**src/rtl/pipe_stage_skid_if.sv**
```systemverilog
// Handshake bundle for pipe_stage_skid: upstream (in_*) and downstream (out_*) sides.
interface pipe_stage_skid_if #(
  parameter int DATA_W = 96,
  parameter int CTRL_W = 8
);
  logic              in_valid;
  logic              in_ready;
  logic [DATA_W-1:0] in_data;
  logic [CTRL_W-1:0] in_ctrl;
  logic              out_valid;
  logic              out_ready;
  logic [DATA_W-1:0] out_data;
  logic [CTRL_W-1:0] out_ctrl;

  modport master (
    output in_valid, in_data, in_ctrl, out_ready,
    input  in_ready, out_valid, out_data, out_ctrl
  );

  modport slave (
    input  in_valid, in_data, in_ctrl, out_ready,
    output in_ready, out_valid, out_data, out_ctrl
  );
endinterface

```
**src/rtl/pipe_stage_skid.sv**
```systemverilog
// Pipeline stage register with a two-entry skid buffer, flush-to-bubble and a
// saturating stall counter; in_ready depends only on registered state.
module pipe_stage_skid #(
  parameter int DATA_W = 96,
  parameter int CTRL_W = 8,
  parameter int CNT_W  = 16
) (
  input  logic             clk,
  input  logic             resetn,
  pipe_stage_skid_if.slave bus,
  input  logic             flush,
  output logic [CNT_W-1:0] stall_cnt
);
  localparam logic [1:0] EMPTY = 2'd0;
  localparam logic [1:0] FULL  = 2'd1;
  localparam logic [1:0] SKID  = 2'd2;

  logic [1:0]        state;
  logic [DATA_W-1:0] main_data;
  logic [CTRL_W-1:0] main_ctrl;
  logic [DATA_W-1:0] skid_data;
  logic [CTRL_W-1:0] skid_ctrl;
  logic              main_valid;
  logic              skid_valid;
  logic              accept;
  logic              release_hs;

  assign main_valid = (state != EMPTY);
  assign skid_valid = (state == SKID);
  assign accept     = bus.in_valid && !skid_valid;
  assign release_hs = main_valid && bus.out_ready;

  assign bus.in_ready  = !skid_valid;
  assign bus.out_valid = main_valid;
  assign bus.out_data  = main_data;
  // Bubble: control is gated so an empty stage never issues side effects downstream.
  assign bus.out_ctrl  = main_valid ? main_ctrl : '0;

  always_ff @(posedge clk) begin
    if (!resetn) begin
      state     <= EMPTY;
      main_data <= '0;
      main_ctrl <= '0;
      skid_data <= '0;
      skid_ctrl <= '0;
      stall_cnt <= '0;
    end else begin
      if (main_valid && !bus.out_ready && stall_cnt != '1)
        stall_cnt <= stall_cnt + CNT_W'(1);

      if (flush) begin
        state <= EMPTY;
      end else begin
        case (state)
          EMPTY: begin
            if (accept) begin
              main_data <= bus.in_data;
              main_ctrl <= bus.in_ctrl;
              state     <= FULL;
            end
          end
          FULL: begin
            if (release_hs && accept) begin
              main_data <= bus.in_data;
              main_ctrl <= bus.in_ctrl;
            end else if (release_hs) begin
              state <= EMPTY;
            end else if (accept) begin
              skid_data <= bus.in_data;
              skid_ctrl <= bus.in_ctrl;
              state     <= SKID;
            end
          end
          SKID: begin
            if (release_hs) begin
              main_data <= skid_data;
              main_ctrl <= skid_ctrl;
              state     <= FULL;
            end
          end
          default: state <= EMPTY;
        endcase
      end
    end
  end
endmodule

```
**src/flat_wrapper.sv**
```systemverilog
// flat-port wrapper written by rule: the top's interface ports become plain ports
module pipe_stage_skid_flat 
#(
  parameter int DATA_W = 96,
  parameter int CTRL_W = 8,
  parameter int CNT_W  = 16
)
  (clk, resetn, flush, stall_cnt, bus_in_valid, bus_in_data, bus_in_ctrl, bus_out_ready, bus_in_ready, bus_out_valid, bus_out_data, bus_out_ctrl);
  pipe_stage_skid_if #(.DATA_W(DATA_W), .CTRL_W(CTRL_W)) bus_i ();
  input  logic clk;
  input  logic resetn;
  input  logic flush;
  output logic [CNT_W-1:0] stall_cnt;
  input wire logic [$bits(bus_i.in_valid)-1:0] bus_in_valid;
  input wire logic [$bits(bus_i.in_data)-1:0] bus_in_data;
  input wire logic [$bits(bus_i.in_ctrl)-1:0] bus_in_ctrl;
  input wire logic [$bits(bus_i.out_ready)-1:0] bus_out_ready;
  output wire logic [$bits(bus_i.in_ready)-1:0] bus_in_ready;
  output wire logic [$bits(bus_i.out_valid)-1:0] bus_out_valid;
  output wire logic [$bits(bus_i.out_data)-1:0] bus_out_data;
  output wire logic [$bits(bus_i.out_ctrl)-1:0] bus_out_ctrl;
  assign bus_i.in_valid = bus_in_valid;
  assign bus_i.in_data = bus_in_data;
  assign bus_i.in_ctrl = bus_in_ctrl;
  assign bus_i.out_ready = bus_out_ready;
  assign bus_in_ready = bus_i.in_ready;
  assign bus_out_valid = bus_i.out_valid;
  assign bus_out_data = bus_i.out_data;
  assign bus_out_ctrl = bus_i.out_ctrl;
  pipe_stage_skid #(.DATA_W(DATA_W), .CTRL_W(CTRL_W), .CNT_W(CNT_W)) u_core (.clk(clk), .resetn(resetn), .bus(bus_i), .flush(flush), .stall_cnt(stall_cnt));
endmodule
```
**config.mk**
```make
export PLATFORM = sky130hd
export DESIGN_NAME = pipe_stage_skid_flat
export DESIGN_NICKNAME = d
export VERILOG_FILES = /design/src/rtl/pipe_stage_skid_if.sv /design/src/rtl/pipe_stage_skid.sv /design/src/flat_wrapper.sv
export SDC_FILE = /design/constraint.sdc
export NUM_CORES = 1
export LEC_CHECK = 0
export ABC_CLOCK_PERIOD_IN_PS = 4700
export CAP_MARGIN = 20
export CORE_ASPECT_RATIO = 2
export CORE_MARGIN = 10
export CORE_UTILIZATION = 54
export CTS_CLUSTER_DIAMETER = 80
export CTS_CLUSTER_SIZE = 14
export DETAILED_ROUTE_END_ITERATION = 8
export HOLD_SLACK_MARGIN = 0.1
export PLACE_DENSITY = 0.85
export SLEW_MARGIN = 20
export SYNTH_ARGS = -nofsm -noshare
export SYNTH_HDL_FRONTEND = slang
export SYNTH_SLANG_ARGS = --single-unit
```
**constraint.sdc**
```tcl
create_clock -name clk -period 4.7 [get_ports clk]
set_input_delay 0.705 -clock clk [delete_from_list [all_inputs] [get_ports clk]]
set_output_delay 0.705 -clock clk [all_outputs]
set_load 0.005 [all_outputs]
```
After elaboration in Yosys (flattened, before gate mapping)
Index checks and enable logic that the tools add are counted.
Operators by class
  add/subtract/negate cells: 1
  eq/ne operators: 8
  mux-type cells: 15
  bitwise operators: 4
  reduce and logical (&&, ||, !) cells: 14
Operators with widths (number)
  $mux 96: 3
  $pmux 96 s3: 1
  $mux 8: 4
  $pmux 8 s3: 1
  $add 16x1->16 const B: 1
  $ne 16x16->1 const B: 1
  $mux 2: 5
  $reduce_and 5->1: 2
  $pmux 2 s3: 1
  $logic_and 1x1->1: 5
  $ne 2x1->1 const B: 2
  $ne 2x2->1 const B: 2
  $not 1->1: 4
  $reduce_and 4->1: 1
  $ne 3x1->1 const B: 1
  $reduce_bool 3->1: 1
  $eq 2x1->1 const B: 1
  $eq 2x2->1 const B: 1
  $logic_not 1->1: 2
  $logic_not 2->1: 1
  $reduce_bool 2->1: 1
  $reduce_or 2->1: 1
Storage, ports and cells
  flip-flop bits (word level): 226
  input bits: 109
  output and inout port bits: 122
  logic and storage cells: 48

Longest topological paths before layout
Gate-level depths: netlist of the first run.
  depth in word-level cells: 7
  gate-level depth with buffers: 7
  depth with buffers taken out: 5

Least setup slack after synthesis of the first run
No wires, ideal clock.
  path type: input to register
  from: input port bus_out_ready
  to: register u_core.stall_cnt[11]
  setup time: 0.070 ns
  arrival: 1.946 ns
  required time: 4.630 ns
  slack: 2.683 ns
  stages on the path: 4
  path buffers: 0
  path through: o21bai_2 or4_4 or4_1 a21oi_1
Between the ends
  word-level cells in the longest chain between the ends: 3
Ends and longest elaborated chain
  from (decl): line flat_wrapper.sv:17  | input wire logic [$bits(bus_i.out_ready)-1:0] bus_out_ready;
  $logic_not 1->1: line pipe_stage_skid.sv:48  | if (main_valid && !bus.out_ready && stall_cnt != '1)
  $logic_and 1x1->1 (2 in series): line pipe_stage_skid.sv:48
  to (signal assigned): line pipe_stage_skid.sv:49  | stall_cnt <= stall_cnt + CNT_W'(1);
  to (decl): line pipe_stage_skid.sv:12  | output logic [CNT_W-1:0] stall_cnt
No other way between the ends.
A chain may end at the register's enable or synchronous reset.

Worst setup path after layout of the first run
  from: register u_core.state[0]
  to: output port bus_in_ready
Between the ends
  word-level cells in the longest chain between the ends: 2
Ends and longest elaborated chain
  from (decl): line pipe_stage_skid.sv:18  | logic [1:0] state;
  from (signal assigned): line pipe_stage_skid.sv:41  | state <= EMPTY;
  from (signal assigned): line pipe_stage_skid.sv:52  | state <= EMPTY;
  from (signal assigned): line pipe_stage_skid.sv:59  | state <= FULL;
  $eq 2x2->1: line pipe_stage_skid.sv:29  | assign skid_valid = (state == SKID);
  $logic_not 1->1: line pipe_stage_skid.sv:33  | assign bus.in_ready = !skid_valid;
  to (decl): line flat_wrapper.sv:18  | output wire logic [$bits(bus_i.in_ready)-1:0] bus_in_ready;
No other way between the ends.

==> results.py, run 1 <==
metrics = {
    "detailed_routing": {
        "detail_route.first_pass.iterations": 5,
        "wl_met1_microns": 11000,
        "detailroute.via_count": 8693,
        "routed_wl_microns": 28900,
        "route.met2.wl_microns": 15100,
        "drt_iter0_markers": 661,
        "detail-route-antenna-nets": 0,
        "post-route-drc-count": 0,
        "top_layer": "met4",
        "drt-wirelength-per-cell_microns": 20.1,
        "route.met3.wl_microns": 2060,
        "route.detailed.vias_per_inst": 6.04,
    },
    "place": {
        "hpwl_dp_microns": 18200,
        "finalWeightedCongestion": 0.906,
        "buffer_ports.inserted": 230,
        "placement.cell_area_sq_um": 12200,
    },
    "global_route": {
        "grt_start_max_net_pins": 209,
        "grt_util_all_layers_pct": 22.4,
        "antenna_violations_before_repair": 8,
        "grt_first_pass_wirelength_microns": 44900,
        "grt.overflow.total": 0,
        "first_global_vias": 8373,
    },
    "sta": {
        "finalMaxSlewViolations": 0,
        "totalNegativeSetupSlack_ps": 0,
        "setup-violations-final": 0,
        "rsz0062_at_grt": "no",
        "finalHoldViolations": 0,
        "timing.final.crit_period_ps": 3160,
        "final_worst_path_cycle_share_pct": 67.3,
        "max_slew.worst_pin.slew_ps": 1040,
        "maxClockFrequency_mhz": 316,
        "whs_ps": 454,
        "maxSlewHeadroom_pct": 30.6,
        "fin_skew_ps": 13.2,
    },
    "worst_hold_path": {
        "worstHoldStart": "u_core.skid_data[81]",
        "hold_path.class": "register to register",
        "hold_depth": 2,
        "min_delay_worst_endpoint": "u_core.skid_data[81]",
    },
    "floorplan": {
        "floorplan.die.width_microns": 116,
        "start_util_pct": 54.6,
        "floorplan.core_area_sq_um": 18100,
        "io_pins": 231,
        "dieHeight_microns": 211,
        "std_cell_rows": 70,
        "dieArea_sq_um": 24500,
    },
    "power": {
        "power.share.sequential_pct": 49.8,
        "ir_drop_mv": 0.329,
        "power_leakage_nw": 4.47,
        "pwr_density_cell_nw_per_um2": 320,
        "switching_share_pct": 24.0,
        "switchingPower_uw": 977,
        "power.share.combinational_pct": 13.7,
        "internal-power_mw": 3.10,
        "clkPwrFrac_pct": 36.6,
    },
    "finish": {
        "multiInputGateArea_sq_um": 4960,
        "register_area_sq_um": 4520,
        "num-nets-final": 1325,
        "syn_to_final_growth_pct": 28.6,
        "final.fill_count": 1407,
        "final_cell_area_sq_um": 12700,
        "final_layout_size_suffix_gt1_share_pct": 12.2,
    },
    "synthesis": {
        "post_synth_xor_area_fraction_pct": 0,
        "synth-simple-area-share_pct": 12.1,
        "postSynthRegisterBits": 226,
        "synth-edff-count": 0,
        "synth_flop_cell": "sky130_fd_sc_hd__dfxtp_1",
        "dominant_cell_type_by_area_after_synthesis": "sky130_fd_sc_hd__dfxtp_1",
        "synthAdderAreaFrac_pct": 0.126,
        "synthesis.area_sq_um": 9900,
        "syn_area_per_cell_sq_um": 9.32,
        "synth-compound-area-share_pct": 25.4,
        "largest_family_of_logic_cells_by_synthesized_area": "compound AO/OA/AOI/OAI gates",
        "ys_seq_area_share_pct": 45.7,
        "synth.top_cells.by_count": "sky130_fd_sc_hd__dfxtp_1 (226), sky130_fd_sc_hd__nand2_1 (218), sky130_fd_sc_hd__a21oi_1 (115)",
        "synthMuxAreaShare_pct": 12.2,
        "synth.distinct_cells": 40,
        "synth_top_area_share_pct": 45.7,
        "syn_inst": 1062,
        "synth.net_count": 1172,
        "ys.warnings.count": 0,
        "synth_area_leaders": "sky130_fd_sc_hd__dfxtp_1 (46%), sky130_fd_sc_hd__mux2_2 (12%), sky130_fd_sc_hd__o311a_1 (11%)",
        "synth_async_sr_flop_share_pct": 0,
        "synthMostInstantiatedCell": "sky130_fd_sc_hd__dfxtp_1",
    },
    "job": {
        "cap_violations": 0,
    },
    "cts": {
        "maximum_level_of_the_cts_h_tree": 1,
        "cts-resized-gates": 0,
        "tritoncts_clock_tree": "built",
        "cts_inserted_buffers": 20,
        "cts.reportedPaths.clkPinSlew_ps": 70,
        "clock-sinks": 226,
        "clock_latency_on_the_worst_skew_pair_ps": 490,
        "cts_root_buffer": "sky130_fd_sc_hd__clkbuf_16",
        "hold_buffer_count_at_cts": 0,
        "cts_setup_buffers": 0,
        "clock_path_buffers": 3,
    },
    "critical_path": {
        "crit_path_max_fanout": 66,
        "worstSetupEndpointType": "primary output",
        "crit_start": "u_core.state[0]",
        "crit_required_ps": 3990,
        "r2r_path_start": "u_core.state[0]",
        "worst-r2r-cell-count": 4,
        "critical_path_class": "register to primary output",
        "r2r_slack_ps": 1940,
        "critical_path.reg2reg.endpoint": "u_core.bus.out_data[34]",
        "timing.critical_path.from_type": "register",
        "timing.critical_path.arrival_ps": 2460,
    },
    "run_status": {
        "result_of_the_run": "finished clean",
    },
}
-- logic make-up after synthesis --
group / count (synthesis)
flip-flops: 226
AO/OA/AOI/OAI: 338
AND/OR/NAND/NOR: 277
buffers and inverters: 112
adder cells (fa/ha/maj): 1
multiplexers: 108
-- registers in the layout (all words and copies together) (netlist names) --
register	flops
u_core.bus.out_data	96
u_core.skid_data	96
u_core.stall_cnt	16
u_core.main_ctrl	8
u_core.skid_ctrl	8
u_core.state	2
-- metrics by stage --
step           cells  power [mW]  util [%]  worst slack, ps
4_1_cts         1431        4.10      70.1             1540
6_report        1439        4.07      70.2             1540
5_1_grt         1439        4.21      70.2             1430
3_5_place_dp    1409        2.63      67.1             1750
3_3_place_gp    1409        2.61      67.1             1810
2_1_floorplan   1062        2.33         -             2680
-- critical path, stage by stage, from the launching register on --
cell and delay [ps]:
sky130_fd_sc_hd__dfxtp_1 450, sky130_fd_sc_hd__nand2b_4 830, sky130_fd_sc_hd__clkdlybuf4s50_1 660
-- metal layers --
layer / track usage, % / up-vias
met2: 39.1 / 309
met3: 5.30 / 39
met1: 25.4 / 4192
met5: 0 / -
li1: - / 4153
met4: 8.89 / 0
-- power groups by stage --
stage	registers (mW)	logic [mW]	clock network, mW
floorplan	2.07	0.268	0
global placement	2.07	0.546	0
detailed placement	2.07	0.557	0
CTS	2.03	0.561	1.51
global route	2.03	0.603	1.58
finish	2.03	0.558	1.49
-- area by class of cell --
cell class                 count  share of cell area (%)
clock inverter                 1                   0.128
sequential                   226                    35.5
tap                          216                    2.12
multi-input combinational    724                    39.0
timing repair buffer         239                    18.8
antenna                        8                   0.157
clock buffer                  21                    4.13
inverter                       4                   0.138
-- worst max-delay path by stage --
| stage | to | slack [ps] | depth (start not counted) |
|---|---|---|---|
| 3_3_place_gp | u_core.skid_data[54] | 1810 | 6 |
| 5_1_grt | bus_in_ready | 1430 | 2 |
| 2_1_floorplan | u_core.stall_cnt[11] | 2680 | 4 |
| 6_report | bus_in_ready | 1540 | 2 |
| 4_1_cts | bus_in_ready | 1540 | 2 |
| 3_5_place_dp | u_core.skid_data[88] | 1750 | 6 |
-- layout by cell type, fill, tap and decap left out, types with 4 or more instances in the layout --
cell type                         Yosys  routed
sky130_fd_sc_hd__clkdlybuf4s50_1      0     228
sky130_fd_sc_hd__dfxtp_1            226     226
sky130_fd_sc_hd__or4_1                5       5
sky130_fd_sc_hd__o21ai_0              4       4
sky130_fd_sc_hd__nor4_1               6       6
sky130_fd_sc_hd__nor2b_1              9       9
sky130_fd_sc_hd__nand2_1            218     218
sky130_fd_sc_hd__o21bai_1           104     104
sky130_fd_sc_hd__mux2i_1              4       4
sky130_fd_sc_hd__diode_2              0       8
sky130_fd_sc_hd__nand3_1              7       7
sky130_fd_sc_hd__nor2_1               4       4
sky130_fd_sc_hd__nand2b_1             8       7
sky130_fd_sc_hd__a21oi_1            115     114
sky130_fd_sc_hd__o31ai_1              4       4
sky130_fd_sc_hd__mux2_2             104     104
sky130_fd_sc_hd__o311a_1            104     104
sky130_fd_sc_hd__buf_4                0       8
sky130_fd_sc_hd__clkbuf_16            0      21
No activity file was read; power rests on OpenSTA's default activity.
==> inputs of run 2 (changes only) <==
Settings changed: ABC_CLOCK_PERIOD_IN_PS 4700 to 3300, CORE_UTILIZATION 54 to 50, PLACE_DENSITY 0.85 to 0.8.
Clock period 4.7 ns to 3.3 ns, I/O delays scaled along.
==> run 2 against run 1 <==
Net effect:
- sequential power increased by 42%
- largest cell class unchanged
- critical path depth increased by 1
- hold slack got worse by 260 ps
- first-iteration DRC count increased by 12%
- setup slack got worse by 960 ps
- sequential share of layout area decreased by 0.38 points
- utilization decreased by 4.1 points
- critical endpoint is now bus_out_ctrl[0]
- non-clock buffer count increased by 4
==> results.py, run 2 (synthesized netlist as in run 1, its figures left out) <==
metrics = {
    "run_status": {
        "result_of_the_run": "finished clean",
    },
    "power": {
        "ir_drop_mv": 0.422,
        "pwr_density_cell_nw_per_um2": 449,
        "power_leakage_nw": 4.51,
        "power.total_mw": 5.78,
    },
    "place": {
        "buffer_ports.inserted": 230,
        "finalWeightedCongestion": 0.839,
        "placed_cells_incl_taps": 1456,
        "dp_slack_ps": 755,
        "hpwl_dp_microns": 18300,
        "placement.cell_area_sq_um": 12300,
    },
    "global_route": {
        "grt_util_met2_pct": 36.8,
        "grt_first_pass_wirelength_microns": 45600,
        "grt_util_all_layers_pct": 20.8,
        "met1_usage_pct": 23.8,
        "grt.overflow.total": 0,
        "met3_usage_pct": 5.01,
        "first_global_vias": 8410,
        "grt.busiest_layer": "met2",
        "antenna_violations_before_repair": 5,
        "grt_start_max_net_pins": 210,
    },
    "floorplan": {
        "dieHeight_microns": 219,
        "dieArea_sq_um": 26200,
        "io_pins": 231,
        "std_cell_rows": 72,
        "floorplan.core_area_sq_um": 19500,
        "floorplan.die.width_microns": 119,
        "start_util_pct": 50.9,
    },
    "finish": {
        "top_library_cells_by_usage_in_the_layout_fill_and_taps_aside": "sky130_fd_sc_hd__clkdlybuf4s50_1 (228), sky130_fd_sc_hd__dfxtp_1 (226), sky130_fd_sc_hd__nand2_1 (218), sky130_fd_sc_hd__a21oi_1 (114)",
        "final.fill_count": 1618,
        "num-nets-final": 1329,
        "syn_to_final_growth_pct": 30.0,
        "postLayoutCoreUtil_pct": 66.1,
        "final_common_cell": "sky130_fd_sc_hd__clkdlybuf4s50_1",
        "final_cell_area_sq_um": 12900,
        "final_layout_size_suffix_gt1_share_pct": 12.5,
        "finish.cell_count_without_fillers": 1483,
    },
    "critical_path": {
        "critical_path.reg2reg.endpoint": "u_core.bus.out_data[38]",
        "r2r_slack_ps": 1130,
        "r2r_path_start": "u_core.state[0]",
        "worst-r2r-cell-count": 4,
        "critical_path_class": "register to primary output",
        "timing.critical_path.from_type": "register",
        "crit_path_max_fanout": 9,
        "worstSetupEndpointType": "primary output",
        "crit_required_ps": 2800,
        "timing.critical_path.arrival_ps": 2230,
    },
    "sta": {
        "totalNegativeSetupSlack_ps": 0,
        "finalMaxSlewViolations": 0,
        "finalHoldViolations": 0,
        "setup-violations-final": 0,
        "maxClockFrequency_mhz": 367,
        "fin_skew_ps": 19.1,
        "rsz0062_at_grt": "no",
        "max_slew.worst_pin.slew_ps": 1100,
        "timing.final.crit_period_ps": 2720,
        "worst_slack_ps": 578,
        "maxSlewHeadroom_pct": 26.4,
        "whs_ps": 198,
        "final_worst_path_cycle_share_pct": 82.5,
    },
    "worst_hold_path": {
        "worstHoldStart": "flush",
        "hold_depth": 2,
        "hold_path.class": "input pin to register",
        "min_delay_worst_endpoint": "u_core.state[1]",
    },
    "detailed_routing": {
        "detail-route-antenna-nets": 0,
        "detailroute.via_count": 8601,
        "drt_iter0_markers": 743,
        "routed_wl_microns": 28700,
        "post-route-drc-count": 0,
        "route.detailed.vias_per_inst": 5.80,
        "drt-wirelength-per-cell_microns": 19.4,
        "detail_route.first_pass.iterations": 5,
    },
    "cts": {
        "tritoncts_clock_tree": "built",
        "clock-sinks": 226,
        "cts.reportedPaths.clkPinSlew_ps": 70,
        "cts_setup_buffers": 0,
        "clock_latency_on_the_worst_skew_pair_ps": 500,
        "clock_path_buffers": 3,
        "maximum_level_of_the_cts_h_tree": 1,
        "hold_buffer_count_at_cts": 0,
        "cts_inserted_buffers": 20,
        "cts_root_buffer": "sky130_fd_sc_hd__clkbuf_16",
        "cts-resized-gates": 0,
    },
    "job": {
        "cap_violations": 0,
    },
}
## run 2: changes by cell type in the layout (fill, tap and decap cells not counted)
cell	delta
sky130_fd_sc_hd__diode_2	-3
sky130_fd_sc_hd__buf_4	-1
sky130_fd_sc_hd__buf_12	+5
## run 2: worst max-delay path, stage by stage (launching register included)
cell,delay (ps)
sky130_fd_sc_hd__dfxtp_1,400
sky130_fd_sc_hd__nor2_1,690
sky130_fd_sc_hd__nor2b_1,120
sky130_fd_sc_hd__clkdlybuf4s50_1,500
## run 2: worst max path at each step
stage	from	depth (start not counted)	slack, ps	endpoint
after floorplan	u_core.state[0]	6	1430	u_core.bus.out_data[54]
after global placement	bus_out_ready	5	770	u_core.stall_cnt[11]
after detailed placement	bus_out_ready	5	760	u_core.stall_cnt[11]
after CTS	u_core.state[1]	3	540	bus_out_ctrl[0]
after global routing	u_core.state[1]	3	420	bus_out_ctrl[7]
final	u_core.state[1]	3	580	bus_out_ctrl[0]
## run 2: layout make-up
type                    count  area [sq um]  area share, %
flip-flops and latches    226          4520           35.2
clock inverters             1          16.3          0.126
diodes                      5          12.5         0.0972
well taps                 259           324           2.52
inverters                   4          17.5          0.136
clock buffers              21           526           4.08
multi-input cells         724          4960           38.6
repair buffers            243          2490           19.3
## run 2: per-layer routing
layer  part of all wire, %  wire, microns
met2                    53          15200
met4                   2.6            745
met5                     0              0
met1                    38          10900
met3                   6.6           1890
## run 2: power by group
part / switching (mW) / total, mW / internal [mW]
clock: 0.964 / 2.09 / 1.13
sequential: 0.0547 / 2.89 / 2.83
combinational: 0.342 / 0.801 / 0.459
total: 1.36 / 5.78 / 4.42
==> inputs of run 3 (changes only) <==
Settings changed: ABC_CLOCK_PERIOD_IN_PS 3300 to 2600.
Clock period 3.3 ns to 2.6 ns, I/O delays scaled along.
==> run 3 against run 2 <==
Net effect:
- sequential power is 27% higher
- clock skew shrank 5.3 ps
- cell count up 0.20%
- critical path depth shrank 1
- setup slack got worse by 380 ps
- sequential share of layout area shrank 0.29 points
- clock-buffer cell count unchanged
- wire length rose by 1.3%
- critical path type unchanged
- highest routed layer unchanged
==> results.py, run 3 (synthesized netlist as in run 1, its figures left out) <==
metrics = {
    "run_status": {
        "result_of_the_run": "finished clean",
    },
    "finish": {
        "finish.cell_count_without_fillers": 1486,
        "final_common_cell": "sky130_fd_sc_hd__clkdlybuf4s50_1",
        "register_area_sq_um": 4520,
        "final_cell_area_sq_um": 13000,
        "num-nets-final": 1336,
        "syn_to_final_growth_pct": 31.1,
        "multiInputGateArea_sq_um": 4960,
        "final_layout_size_suffix_gt1_share_pct": 13.1,
        "final.fill_count": 1605,
        "postLayoutCoreUtil_pct": 66.7,
        "top_library_cells_by_usage_in_the_layout_fill_and_taps_aside": "sky130_fd_sc_hd__clkdlybuf4s50_1 (228), sky130_fd_sc_hd__dfxtp_1 (226), sky130_fd_sc_hd__nand2_1 (218), sky130_fd_sc_hd__a21oi_1 (114)",
    },
    "power": {
        "pwr_density_cell_nw_per_um2": 570,
        "ir_drop_mv": 0.627,
        "power.total_mw": 7.40,
        "power_leakage_nw": 4.57,
    },
    "sta": {
        "setup-violations-final": 0,
        "whs_ps": 368,
        "totalNegativeSetupSlack_ps": 0,
        "fin_skew_ps": 13.7,
        "maxClockFrequency_mhz": 417,
        "finalHoldViolations": 0,
        "worst_slack_ps": 201,
        "maxSlewHeadroom_pct": 59.0,
        "max_slew.worst_pin.slew_ps": 616,
        "timing.final.crit_period_ps": 2400,
        "finalMaxSlewViolations": 0,
        "rsz0062_at_grt": "no",
        "final_worst_path_cycle_share_pct": 92.3,
    },
    "floorplan": {
        "dieArea_sq_um": 26200,
        "std_cell_rows": 72,
        "floorplan.core_area_sq_um": 19500,
        "start_util_pct": 50.9,
        "dieHeight_microns": 219,
        "floorplan.die.width_microns": 119,
        "io_pins": 231,
    },
    "place": {
        "placed_cells_incl_taps": 1463,
        "hpwl_dp_microns": 19100,
        "buffer_ports.inserted": 230,
        "dp_slack_ps": 317,
        "finalWeightedCongestion": 0.809,
        "placement.cell_area_sq_um": 12400,
    },
    "job": {
        "cap_violations": 0,
    },
    "critical_path": {
        "timing.critical_path.from_type": "register",
        "worstSetupEndpointType": "primary output",
        "crit_required_ps": 2210,
        "r2r_path_start": "u_core.state[0]",
        "timing.critical_path.arrival_ps": 2010,
        "critical_path_class": "register to primary output",
        "crit_start": "u_core.state[0]",
        "crit_path_max_fanout": 27,
        "r2r_slack_ps": 610,
        "worst-r2r-cell-count": 4,
        "critical_path.reg2reg.endpoint": "u_core.bus.out_data[29]",
    },
    "cts": {
        "clock_path_buffers": 3,
        "cts.reportedPaths.clkPinSlew_ps": 70,
        "tritoncts_clock_tree": "built",
        "cts-resized-gates": 1,
        "maximum_level_of_the_cts_h_tree": 1,
        "cts_root_buffer": "sky130_fd_sc_hd__clkbuf_16",
        "clock_latency_on_the_worst_skew_pair_ps": 490,
        "cts_setup_buffers": 0,
        "hold_buffer_count_at_cts": 0,
        "clock-sinks": 226,
        "cts_inserted_buffers": 20,
    },
    "global_route": {
        "grt_util_all_layers_pct": 21.1,
        "first_global_vias": 8597,
        "grt_first_pass_wirelength_microns": 46400,
        "grt.overflow.total": 0,
        "grt_start_max_net_pins": 123,
        "antenna_violations_before_repair": 1,
    },
    "detailed_routing": {
        "drt_iter0_markers": 750,
        "drt-wirelength-per-cell_microns": 19.6,
        "detailroute.via_count": 8673,
        "detail_route.first_pass.iterations": 5,
        "routed_wl_microns": 29100,
        "post-route-drc-count": 0,
        "route.detailed.vias_per_inst": 5.84,
        "detail-route-antenna-nets": 0,
    },
    "worst_hold_path": {
        "worstHoldStart": "flush",
        "hold_path.class": "input pin to register",
        "hold_depth": 2,
        "min_delay_worst_endpoint": "u_core.bus.out_data[21]",
    },
}
-- run 3: worst max-delay path by stage --
stage,endpoint,slack (ps),depth (start not counted)
after CTS,bus_in_ready,160,2
after detailed placement,u_core.skid_data[15],320,6
after floorplan,u_core.bus.out_data[54],730,6
final,bus_in_ready,200,2
after global placement,u_core.skid_data[79],360,6
after global routing,bus_in_ready,80,2
-- run 3: report_power, final --
part	total, mW	switching [mW]	leakage (nW)	internal, mW
logic	1.03	0.438	2.46	0.593
registers	3.66	0.0693	1.84	3.59
clock network	2.70	1.27	0.266	1.44
-- run 3: area by class of cell --
cell class / instances / area share (%)
clock buffers: 21 / 4.05
diodes: 1 / 0.0193
repair buffers: 250 / 20.0
clock inverters: 1 / 0.125
multi-input cells: 724 / 38.3
flip-flops and latches: 226 / 34.9
inverters: 4 / 0.135
well taps: 259 / 2.50
-- run 3: per-layer routing --
metal | GRT usage (%) | vias up | part of all wire [%] | routed length (microns)
li1 | - | 4166 | - | -
met1 | 23.9 | 4221 | 38 | 11200
met2 | 38.5 | 248 | 53 | 15400
met3 | 4.76 | 38 | 6.4 | 1860
met4 | 6.10 | 0 | 2.3 | 663
met5 | 0 | - | 0 | 0
-- run 3: critical path: stages, from the launching register on --
cell and delay (ps):
sky130_fd_sc_hd__dfxtp_1 450, sky130_fd_sc_hd__nand2b_4 470, sky130_fd_sc_hd__clkdlybuf4s50_1 600
